$ cat src/rtl/watch_time_sender.sv
// Formats a snapshot of hour/min/sec as "HH:MM:SS\r\n" and writes it byte-by-byte to the UART TX FIFO.
// Optional macro CENTI_FIELD_EN appends ".CC" (centiseconds) after the seconds field.
module watch_time_sender (
  input  logic       clk,
  input  logic       reset,
  input  logic       send,
  input  logic [4:0] hour,
  input  logic [5:0] min,
  input  logic [5:0] sec,
  input  logic [6:0] centi,
  input  logic       fifo_full,
  output logic       fifo_wr_en,
  output logic [7:0] fifo_tx_data,
  output logic       busy
);

`ifdef CENTI_FIELD_EN
  localparam int unsigned FRAME_LEN = 13;
`else
  localparam int unsigned FRAME_LEN = 10;
`endif
  localparam logic [3:0] LAST_IDX = 4'(FRAME_LEN - 1);

  typedef enum logic [1:0] {
    ST_IDLE = 2'd0,
    ST_EMIT = 2'd1,
    ST_GAP  = 2'd2
  } state_t;

  // Values of 100 or more wrap modulo 100 before splitting into digits.
  function automatic logic [6:0] mod100(input logic [6:0] v);
    return (v >= 7'd100) ? (v - 7'd100) : v;
  endfunction

  function automatic logic [7:0] tens_ascii(input logic [6:0] v);
    logic [6:0] m;
    m = mod100(v);
    return 8'h30 + {4'd0, 4'(m / 7'd10)};
  endfunction

  function automatic logic [7:0] ones_ascii(input logic [6:0] v);
    logic [6:0] m;
    m = mod100(v);
    return 8'h30 + {4'd0, 4'(m % 7'd10)};
  endfunction

  state_t     r_state;
  logic [3:0] r_idx;
  logic [4:0] r_hour;
  logic [5:0] r_min;
  logic [5:0] r_sec;
  logic       r_wr_en;
  logic [7:0] r_tx_data;
  logic       r_busy;
  logic [7:0] w_byte;

`ifdef CENTI_FIELD_EN
  logic [6:0] r_centi;
`else
  logic       w_centi_unused;
  assign w_centi_unused = ^centi;
`endif

  always_comb begin
    w_byte = 8'h00;
    case (r_idx)
      4'd0:    w_byte = tens_ascii({2'b00, r_hour});
      4'd1:    w_byte = ones_ascii({2'b00, r_hour});
      4'd2:    w_byte = 8'h3A;
      4'd3:    w_byte = tens_ascii({1'b0, r_min});
      4'd4:    w_byte = ones_ascii({1'b0, r_min});
      4'd5:    w_byte = 8'h3A;
      4'd6:    w_byte = tens_ascii({1'b0, r_sec});
      4'd7:    w_byte = ones_ascii({1'b0, r_sec});
`ifdef CENTI_FIELD_EN
      4'd8:    w_byte = 8'h2E;
      4'd9:    w_byte = tens_ascii(r_centi);
      4'd10:   w_byte = ones_ascii(r_centi);
      4'd11:   w_byte = 8'h0D;
      4'd12:   w_byte = 8'h0A;
`else
      4'd8:    w_byte = 8'h0D;
      4'd9:    w_byte = 8'h0A;
`endif
      default: w_byte = 8'h00;
    endcase
  end

  // GAP after every write gives fifo_full a cycle to reflect the new entry.
  always_ff @(posedge clk or posedge reset) begin
    if (reset) begin
      r_state   <= ST_IDLE;
      r_idx     <= 4'd0;
      r_hour    <= 5'd0;
      r_min     <= 6'd0;
      r_sec     <= 6'd0;
`ifdef CENTI_FIELD_EN
      r_centi   <= 7'd0;
`endif
      r_wr_en   <= 1'b0;
      r_tx_data <= 8'h00;
      r_busy    <= 1'b0;
    end else begin
      case (r_state)
        ST_IDLE: begin
          r_wr_en <= 1'b0;
          if (send) begin
            r_hour  <= hour;
            r_min   <= min;
            r_sec   <= sec;
`ifdef CENTI_FIELD_EN
            r_centi <= centi;
`endif
            r_idx   <= 4'd0;
            r_busy  <= 1'b1;
            r_state <= ST_EMIT;
          end
        end
        ST_EMIT: begin
          if (!fifo_full) begin
            r_wr_en   <= 1'b1;
            r_tx_data <= w_byte;
            r_state   <= ST_GAP;
          end else begin
            r_wr_en   <= 1'b0;
          end
        end
        ST_GAP: begin
          r_wr_en <= 1'b0;
          if (r_idx == LAST_IDX) begin
            r_idx   <= 4'd0;
            r_busy  <= 1'b0;
            r_state <= ST_IDLE;
          end else begin
            r_idx   <= r_idx + 4'd1;
            r_state <= ST_EMIT;
          end
        end
        default: begin
          r_state <= ST_IDLE;
          r_idx   <= 4'd0;
          r_wr_en <= 1'b0;
          r_busy  <= 1'b0;
        end
      endcase
    end
  end

  assign fifo_wr_en   = r_wr_en;
  assign fifo_tx_data = r_tx_data;
  assign busy         = r_busy;

endmodule

$ cat config.mk
export PLATFORM = sky130hd
export DESIGN_NAME = watch_time_sender
export DESIGN_NICKNAME = d
export VERILOG_FILES = /design/src/rtl/watch_time_sender.sv
export SDC_FILE = /design/constraint.sdc
export NUM_CORES = 1
export LEC_CHECK = 0
export ABC_AREA = 1
export CORE_UTILIZATION = 35
export CTS_BUF_LIST = sky130_fd_sc_hd__clkbuf_4
export DETAILED_ROUTE_END_ITERATION = 10
export GPL_TIMING_DRIVEN = 1
export SKIP_LAST_GASP = 1
export SLEW_MARGIN = 20
export SYNTH_ARGS = -nofsm -noshare
export SYNTH_HDL_FRONTEND = slang
export SYNTH_SLANG_ARGS = --single-unit
$ cat constraint.sdc
create_clock -name clk -period 2.6 [get_ports clk]
set_input_delay 0.26 -clock clk [delete_from_list [all_inputs] [get_ports clk]]
set_output_delay 0.26 -clock clk [all_outputs]
set_load 0.03 [all_outputs]
==> results of run 1 <==
flip-flops by register name, indices dropped and copies added, names as in the netlist:
register and count:
r_min 6, r_sec 6, fifo_tx_data 5, r_hour 5
r_idx 4, r_state 2, busy 1, fifo_wr_en 1
logic make-up after synthesis:
family	Yosys count	share of synthesized area, %
adders and majority gates	6	3.21
buffers and inverters	62	10.9
muxes	1	0.481
AOI/OAI and AO/OA	49	14.3
and+or+nand+nor	178	38.8
other	1	0.160
DFF	30	32.1
final timing paths:
check	cells after the start	slack [ns]	from	to
hold reg to reg	2	0.49	fifo_tx_data[3]	fifo_tx_data[3]
hold / removal	3	0.29	reset	fifo_tx_data[3]
min in group clk	2	0.49	fifo_tx_data[3]	fifo_tx_data[3]
max in group asynchronous	3	1.99	reset	r_idx[1]
setup reg to reg	24	-0.19	r_idx[3]	fifo_tx_data[0]
setup / recovery	24	-0.19	r_idx[3]	fifo_tx_data[0]
cell usage in the layout, fill, tap and decap left out, types with 5 or more instances in the layout:
cell type | synthesis | layout
nand3_2 | 5 | 10
o21ai_0 | 6 | 6
buf_4 | 4 | 71
clkdlybuf4s50_1 | 0 | 28
nor2_1 | 41 | 36
nand2_1 | 64 | 53
nand2_4 | 8 | 14
nand2_2 | 16 | 21
nor2_2 | 3 | 5
clkbuf_4 | 0 | 5
nor2_4 | 4 | 7
nand3_1 | 27 | 21
inv_2 | 8 | 13
inv_1 | 46 | 40
dfrtp_1 | 30 | 27
a21oi_1 | 22 | 22
repair_timing:
action,in CTS,in global routing
pin swaps,23,29
setup endpoints to repair,4,4
resized for setup,21,21
setup buffers,10,6
metal layers:
layer,track usage [%],vias up,wire length [um]
li1,-,1243,-
met2,31.1,23,2910
met4,6.01,0,99
met5,0,-,0
met3,2.67,9,88
met1,24.4,1083,2800
power groups by stage:
stage / combinational [mW] / sequential (mW) / clock, mW
final: 2.68 / 0.814 / 0.264
after global routing: 3.01 / 0.838 / 0.297
after CTS: 2.52 / 0.806 / 0.272
after detailed placement: 2.35 / 0.811 / 0
after global placement: 2.31 / 0.806 / 0
after floorplan: 1.48 / 0.865 / 0
cell type report:
class                           count  area (sq um)
Fill cell                         591          2870
Multi-Input combinational cell    236          1560
Timing Repair Buffer              102           856
Sequential cell                    30           754
Inverter                           54           205
Tap cell                           77          96.3
Clock buffer                        5          37.5
Clock inverter                      2          10.0
tightest hold or removal path: cells and delay by family:
family / cells / cell delay [ns]
buf+inv: 3 / 0.80
metrics by stage:
stage	instance area [sq um]	instances	total power [mW]	setup TNS (ns)	hold WS, ns
floorplan	2410	328	2.35	-0.0839	0.326
global placement	3190	483	3.11	-0.738	0.467
detailed placement	3190	483	3.16	-0.895	0.465
CTS	3380	500	3.60	-0.699	0.292
global route	3520	506	4.14	-1.63	0.307
finish	3520	506	3.75	-0.614	0.285
==> qor.yml, run 1 <==
drt:
  drtPass1Iterations: 4
  wl_per_cell_um: 11.7
  remaining_drc_errors: 0
  ant_nets: 0
  vias: 2358
  routed_wirelength_mm: 5.90
  viasPerCell: 4.66
  drt_iter0_drc: 74
sta:
  relSlewSlack_pct: 67.2
  period_minus_slack_ns: 2.79
  fin_skew_ns: 0.0127
  slew_viol_final: 0
  hold_viol_final: 0
  setup_ws_ns: -0.191
  rsz0062_at_grt: "yes"
  fin_crit_sh_pct: 107
  worst_pin_slew_ns: 0.487
  max_freq_mhz: 358
  setup_violations: 4
clock_tree:
  cts_max_level: 2
  cts_tree: "built"
  hold_buffers: 0
  worstSkewPairLatency_ns: 0.34
  clkSlewWorstSetupHoldPaths_ns: 0.10
  cts_num_sinks: 30
  clock_path_buffers: 2
  cts_root_buffer: "clkbuf_4"
  cts_buffers: 5
floorplanning:
  die_h_um: 83.8
  start_util_pct: 36.6
  die_area_sq_um: 7020
  io_pins: 38
  die_x_um: 83.8
  core_area_sq_um: 6390
  num_rows: 29
pwr:
  power.density_nw_per_um2: 1070
  clock_power_share_pct: 7.0
  p_seq_share_pct: 21.7
  power_switching_mw: 1.76
  ir_drop_mv: 0.672
  switching_share_pct: 47.0
  internal_power_mw: 1.99
  power_leakage_nw: 1.76
  comb_power_share_pct: 71.3
placement:
  place.gp.congestion: 0.829
  place_ws_ns: -0.246
  hpwl_mm: 4.48
  portBuffers: 28
worst_setup_path:
  path_class: "reg2reg"
  worst-path-buf-inv: 3
  cp_slowest_stage_delay_ns: 0.45
  cp_cell_sequence: "buf_4 -> nor2_4 -> nand2_4 -> nand2_4 -> inv_4 -> a21oi_4 -> inv_2 -> ha_2 -> o21ai_1 -> nand2_1 -> nand2_2 -> and2_4 -> ha_4 -> nand2_1 -> nand2_1 -> nand2_2 -> nand3_2 -> nand3_1 -> nor2_1 -> nand2_1 -> nand2_2 -> nand2_1 -> nand2_1 -> nand2_1"
  crit_path_end_kind: "flip-flop"
  cp_slowest_cell: "dfrtp_2"
  crit_top_cell: "nand2_1"
  crit_arrival_ns: 3.03
  startpoint_type: "flip-flop"
  critPathMaxFanout: 6
  worstPathRequired_ns: 2.84
  critPathTopFamily: "simple AND/OR/NAND/NOR gates"
layout:
  drive_gt1_share_pct: 40.8
  area_growth_pct: 50.4
  nets: 463
  n_antenna_cell: 0
  utilization_pct: 55.1
yosys:
  synth.most_common_cell: "nand2_1"
  yosysTopAreaCellShare_pct: 32.1
  ys_async_sr_fraction_pct: 100
  synth_area_sq_um: 2340
  synthTopCellsByArea: "dfrtp_1, nand2_1, inv_1"
  synthCells: 327
  synth_edf_count: 0
  synth.largest_area_cell: "dfrtp_1"
  ys_top_cells_by_count: "nand2_1, inv_1, nor2_1"
  ys_ff_latch: 30
  synth_warnings: 0
  synth_top_flop_cell: "dfrtp_1"
  ys_seq_area_share_pct: 32.1
  avgSynthCellArea_sq_um: 7.16
  synth_cell_types: 36
run_status:
  outcome: "finished, violations left"
  violations: "negative setup slack"
hold_path:
  hp-class: "in2async"
grt:
  grt_first_pass_wirelength_mm: 10.5
  grt_antenna_before_repair: 0
  gr-total-overflow: 0
  track_usage_pct: 18.5
  grt_max_degree: 36
  grt_pass1_vias: 2391
flow_run:
  maxCapViolCount: 0
Note: power is estimated with default switching activity, not from simulation.
==> run 2, diff against run 1 <==
==> constraint.sdc (replaced) <==
create_clock -name clk -period 2.5 [get_ports clk]
set_input_delay 0.25 -clock clk [delete_from_list [all_inputs] [get_ports clk]]
set_output_delay 0.25 -clock clk [all_outputs]
set_load 0.03 [all_outputs]
==> run 2 against run 1 <==
Effect of this change: the flow still finishes with violations (negative setup slack); wire length is 2.6% lower; sequential power is 4.1% higher; worst setup slack worse by 0.090 ns; flip-flop and latch count stayed put; clock-buffer cell count is 1 higher; critical endpoint is now fifo_tx_data[1].
==> qor.yml, run 2 (synthesized netlist as in run 1, its figures left out) <==
clock_tree:
  worstSkewPairLatency_ns: 0.32
  clock_path_buffers: 2
  cts_num_sinks: 30
  cts_tree: "built"
  cts_buffers: 5
  hold_buffers: 0
  clkSlewWorstSetupHoldPaths_ns: 0.09
  cts_root_buffer: "clkbuf_4"
  cts_max_level: 2
drt:
  drt_iter0_drc: 83
  wl_per_cell_um: 11.4
  routed_wirelength_mm: 5.75
  vias: 2338
  viasPerCell: 4.66
  drtPass1Iterations: 4
  remaining_drc_errors: 0
  ant_nets: 0
run_status:
  violations: "negative setup slack"
  outcome: "finished, violations left"
sta:
  finalSetupTns_ns: -1.01
  fin_crit_sh_pct: 111
  slew_viol_final: 0
  relSlewSlack_pct: 66.1
  fin_skew_ns: 0.0101
  hold_viol_final: 0
  worst_pin_slew_ns: 0.503
  period_minus_slack_ns: 2.78
  max_freq_mhz: 360
  setup_violations: 4
  rsz0062_at_grt: "yes"
  setup_ws_ns: -0.281
layout:
  n_antenna_cell: 0
  utilization_pct: 54.2
  area_growth_pct: 47.8
  fill_cells: 619
  final_common_cell: "buf_4"
  top_regs: "r_min x6, r_sec x6"
  multi_input_area_sq_um: 1530
  stdcell_area_sq_um: 3460
  drive_gt1_share_pct: 38.4
  final_cell_mix: "buf_4, nand2_1, inv_1"
  regArea_sq_um: 754
  nets: 458
worst_setup_path:
  worstPathRequired_ns: 2.72
  crit_path_end_kind: "flip-flop"
  crit_arrival_ns: 3.00
  path_class: "reg2reg"
  critPathMaxFanout: 7
  startpoint_type: "flip-flop"
grt:
  grt_antenna_before_repair: 0
  grt_max_degree: 36
  grt_pass1_vias: 2257
  gr-total-overflow: 0
  track_usage_pct: 17.5
  grt_first_pass_wirelength_mm: 10.0
flow_run:
  maxCapViolCount: 0
floorplanning:
  start_util_pct: 36.6
  die_area_sq_um: 7020
  io_pins: 38
  die_x_um: 83.8
  num_rows: 29
  die_h_um: 83.8
  core_area_sq_um: 6390
pwr:
  fin_total_pwr_mw: 3.80
  power_leakage_nw: 1.74
  power.density_nw_per_um2: 1100
  ir_drop_mv: 0.570
placement:
  portBuffers: 28
  placed_area_sq_um: 3190
  place.gp.congestion: 0.814
  hpwl_mm: 4.50
hold_path:
  hp-class: "in2async"
-- run 2: power breakdown --
group	switching (mW)	total [mW]	internal, mW	leakage (nW)
combinational	1.48	2.68	1.20	1.36
clock	0.160	0.276	0.116	0.0331
sequential	0.151	0.847	0.696	0.350
-- run 2: per-layer routing --
metal | vias up | share of wire, % | GRT usage [%]
met3 | 4 | 2.0 | 2.97
met1 | 1076 | 47 | 22.5
li1 | 1237 | - | -
met4 | 0 | 0.68 | 4.62
met2 | 21 | 50 | 30.3
met5 | - | 0 | 0
-- run 2: final cells by class --
class | instances | area share, %
multi-input cells | 236 | 44.2
repair buffers | 97 | 23.7
flip-flops and latches | 30 | 21.8
inverters | 54 | 5.93
well taps | 77 | 2.79
clock buffers | 6 | 1.30
clock inverters | 2 | 0.253
-- run 2: repair_timing --
item | CTS | global route
gates cloned | 0 | 0
pin swaps | 18 | 20
setup endpoints to repair | 4 | 4
setup buffers | 7 | 3
resized for setup | 17 | 18
-- run 2: through the flow --
step / hold WS, ns / setup slack (ns) / cells
finish: 0.306 / -0.281 / 502
global route: 0.336 / -0.508 / 502
CTS: 0.303 / -0.274 / 499
detailed placement: 0.472 / -0.347 / 484
global placement: 0.470 / -0.319 / 484
floorplan: 0.316 / -0.159 / 328
-- run 2: critical path, cell delays in order (launching register included) --
cell and delay (ns):
dfrtp_2 0.46, nor2_4 0.18, buf_6 0.14, nand3_4 0.15
nand2_4 0.12, nand2_2 0.07, inv_2 0.07, ha_4 0.12
inv_2 0.04, nand2_4 0.07, nand2_4 0.06, nand3_2 0.08
nand3_2 0.10, nand2_4 0.11, nand2_4 0.06, nand2_2 0.07
nand2_2 0.05, inv_2 0.07, ha_4 0.14, inv_2 0.04
nand3_4 0.07, nand2_2 0.06, inv_2 0.05, nand3_2 0.06
nand3_2 0.07, nand2_1 0.05, nand2_1 0.06, nand2_1 0.05
-- run 2: final timing paths --
path,from,end,slack [ns],depth (start not counted)
worst max-delay path,r_idx[3],fifo_tx_data[1],-0.28,27
worst min register to register,fifo_tx_data[0],fifo_tx_data[0],0.49,2
min in group clk,fifo_tx_data[0],fifo_tx_data[0],0.49,2
worst max register to register,r_idx[3],fifo_tx_data[1],-0.28,27
worst min-delay path,reset,r_state[1],0.31,3
max in group asynchronous,reset,r_idx[1],1.87,3
==> run 3, diff against run 2 <==
--- a/config.mk
+++ b/config.mk
@@ -6,10 +6,11 @@
 export NUM_CORES = 1
 export LEC_CHECK = 0
 export ABC_AREA = 1
-export CORE_UTILIZATION = 35
+export CORE_UTILIZATION = 50
 export CTS_BUF_LIST = sky130_fd_sc_hd__clkbuf_4
 export DETAILED_ROUTE_END_ITERATION = 10
 export GPL_TIMING_DRIVEN = 1
+export PLACE_DENSITY_LB_ADDON = 0.25
 export SKIP_LAST_GASP = 1
 export SLEW_MARGIN = 20
 export SYNTH_ARGS = -nofsm -noshare
==> run 3 against run 2 <==
Effect of this change: the run still ends with negative setup slack left; final cell count down 4.0%; core utilization up 25 points; fmax decreased by 2.1%.
==> qor.yml, run 3 (synthesized netlist as in run 1, its figures left out) <==
worst_setup_path:
  cp_slowest_cell: "dfrtp_2"
  crit_arrival_ns: 3.08
  path_class: "reg2reg"
  worstPathRequired_ns: 2.74
  startpoint_type: "flip-flop"
  critPathMaxFanout: 5
  crit_path_end_kind: "flip-flop"
  crit_top_cell: "nand2_2"
  cp_slowest_stage_delay_ns: 0.46
sta:
  finalSetupTns_ns: -1.17
  relSlewSlack_pct: 61.2
  fin_skew_ns: 0.00952
  rsz0062_at_grt: "yes"
  worst_pin_slew_ns: 0.576
  slew_viol_final: 0
  setup_violations: 4
  max_freq_mhz: 352
  worst_hold_slack_ns: 0.281
  setup_ws_ns: -0.339
  fin_crit_sh_pct: 114
  hold_viol_final: 0
  period_minus_slack_ns: 2.84
clock_tree:
  clock_path_buffers: 2
  cts_buffers: 5
  cts_root_buffer: "clkbuf_4"
  worstSkewPairLatency_ns: 0.33
  cts_tree: "built"
  cts_max_level: 2
  clkSlewWorstSetupHoldPaths_ns: 0.11
  cts_num_sinks: 30
grt:
  track_usage_pct: 27.5
  grt_first_pass_wirelength_mm: 10.9
  gr-total-overflow: 0
  grt_antenna_before_repair: 0
  grt_pass1_vias: 2516
  grt_max_degree: 35
floorplanning:
  die_h_um: 70.4
  die_area_sq_um: 4960
  die_x_um: 70.4
  start_util_pct: 53.0
  core_area_sq_um: 4410
  io_pins: 38
  num_rows: 24
run_status:
  violations: "negative setup slack"
  outcome: "finished, violations left"
layout:
  final_cell_mix: "buf_4, nand2_1, inv_1"
  n_antenna_cell: 0
  drive_gt1_share_pct: 41.9
  area_growth_pct: 49.5
  utilization_pct: 79.3
  nets: 463
  top_regs: "r_min x6, r_sec x6"
  final_common_cell: "buf_4"
flow_run:
  maxCapViolCount: 0
drt:
  ant_nets: 0
  viasPerCell: 5.13
  vias: 2471
  remaining_drc_errors: 0
  routed_wirelength_mm: 6.34
  drtPass1Iterations: 4
  drt_iter0_drc: 136
  wl_per_cell_um: 13.1
placement:
  hpwl_mm: 4.51
  place.gp.congestion: 0.863
  place_ws_ns: -0.395
  portBuffers: 28
hold_path:
  hp-class: "in2async"
pwr:
  power.density_nw_per_um2: 1140
  ir_drop_mv: 0.579
  power_leakage_nw: 1.75
-- run 3: timing repair --
item,in CTS,in global routing
hold buffers,0,0
setup buffers,14,7
endpoints found under the setup margin,4,4
gates resized for setup,30,14
pin swaps,32,14
-- run 3: report_power, final --
group,switching (mW),internal [mW],leakage (nW)
Combinational,1.58,1.26,1.37
Clock,0.175,0.116,0.0331
Sequential,0.146,0.696,0.350
-- run 3: metal layers --
layer / GRT usage, % / wire length (um) / vias up
met1: 34.2 / 2750 / 1149
met3: 3.32 / 193 / 11
met5: 0 / 0 / -
li1: - / - / 1248
met4: 8.44 / 107 / 0
met2: 49.0 / 3280 / 63
-- run 3: final cells by class --
type	instances	area (sq um)
clock buffer	6	45.0
clock inverter	2	8.76
fill	299	916
inverter	54	205
multi-input combinational	236	1560
sequential	30	754
tap	52	65.1
timing repair buffer	102	856
-- run 3: stage by stage --
step           instances  instance area [sq um]  power (mW)
2_1_floorplan        328                   2410        2.44
3_3_place_gp         453                   3120        3.16
3_5_place_dp         453                   3120        3.26
4_1_cts              475                   3400        3.75
5_1_grt              482                   3500        4.31
6_report             482                   3500        3.98
-- run 3: worst max-delay path: cells and delay by family, from the launching register on --
kind                       cells  cell delay, ns
DFF                            1            0.46
buffers and inverters          7            0.68
and+or+nand+nor               17            1.46
adders and majority gates      1            0.14
-- run 3: worst paths after layout --
kind	to	slack, ns	startpoint	depth (start not counted)
setup / recovery	fifo_tx_data[1]	-0.34	r_idx[1]	25
hold / removal	fifo_tx_data[4]	0.28	reset	3
setup reg to reg	fifo_tx_data[1]	-0.34	r_idx[1]	25
hold reg to reg	fifo_tx_data[0]	0.50	fifo_tx_data[0]	2
max in group asynchronous	r_idx[0]	1.91	reset	3
min in group clk	r_hour[1]	0.49	hour[1]	3
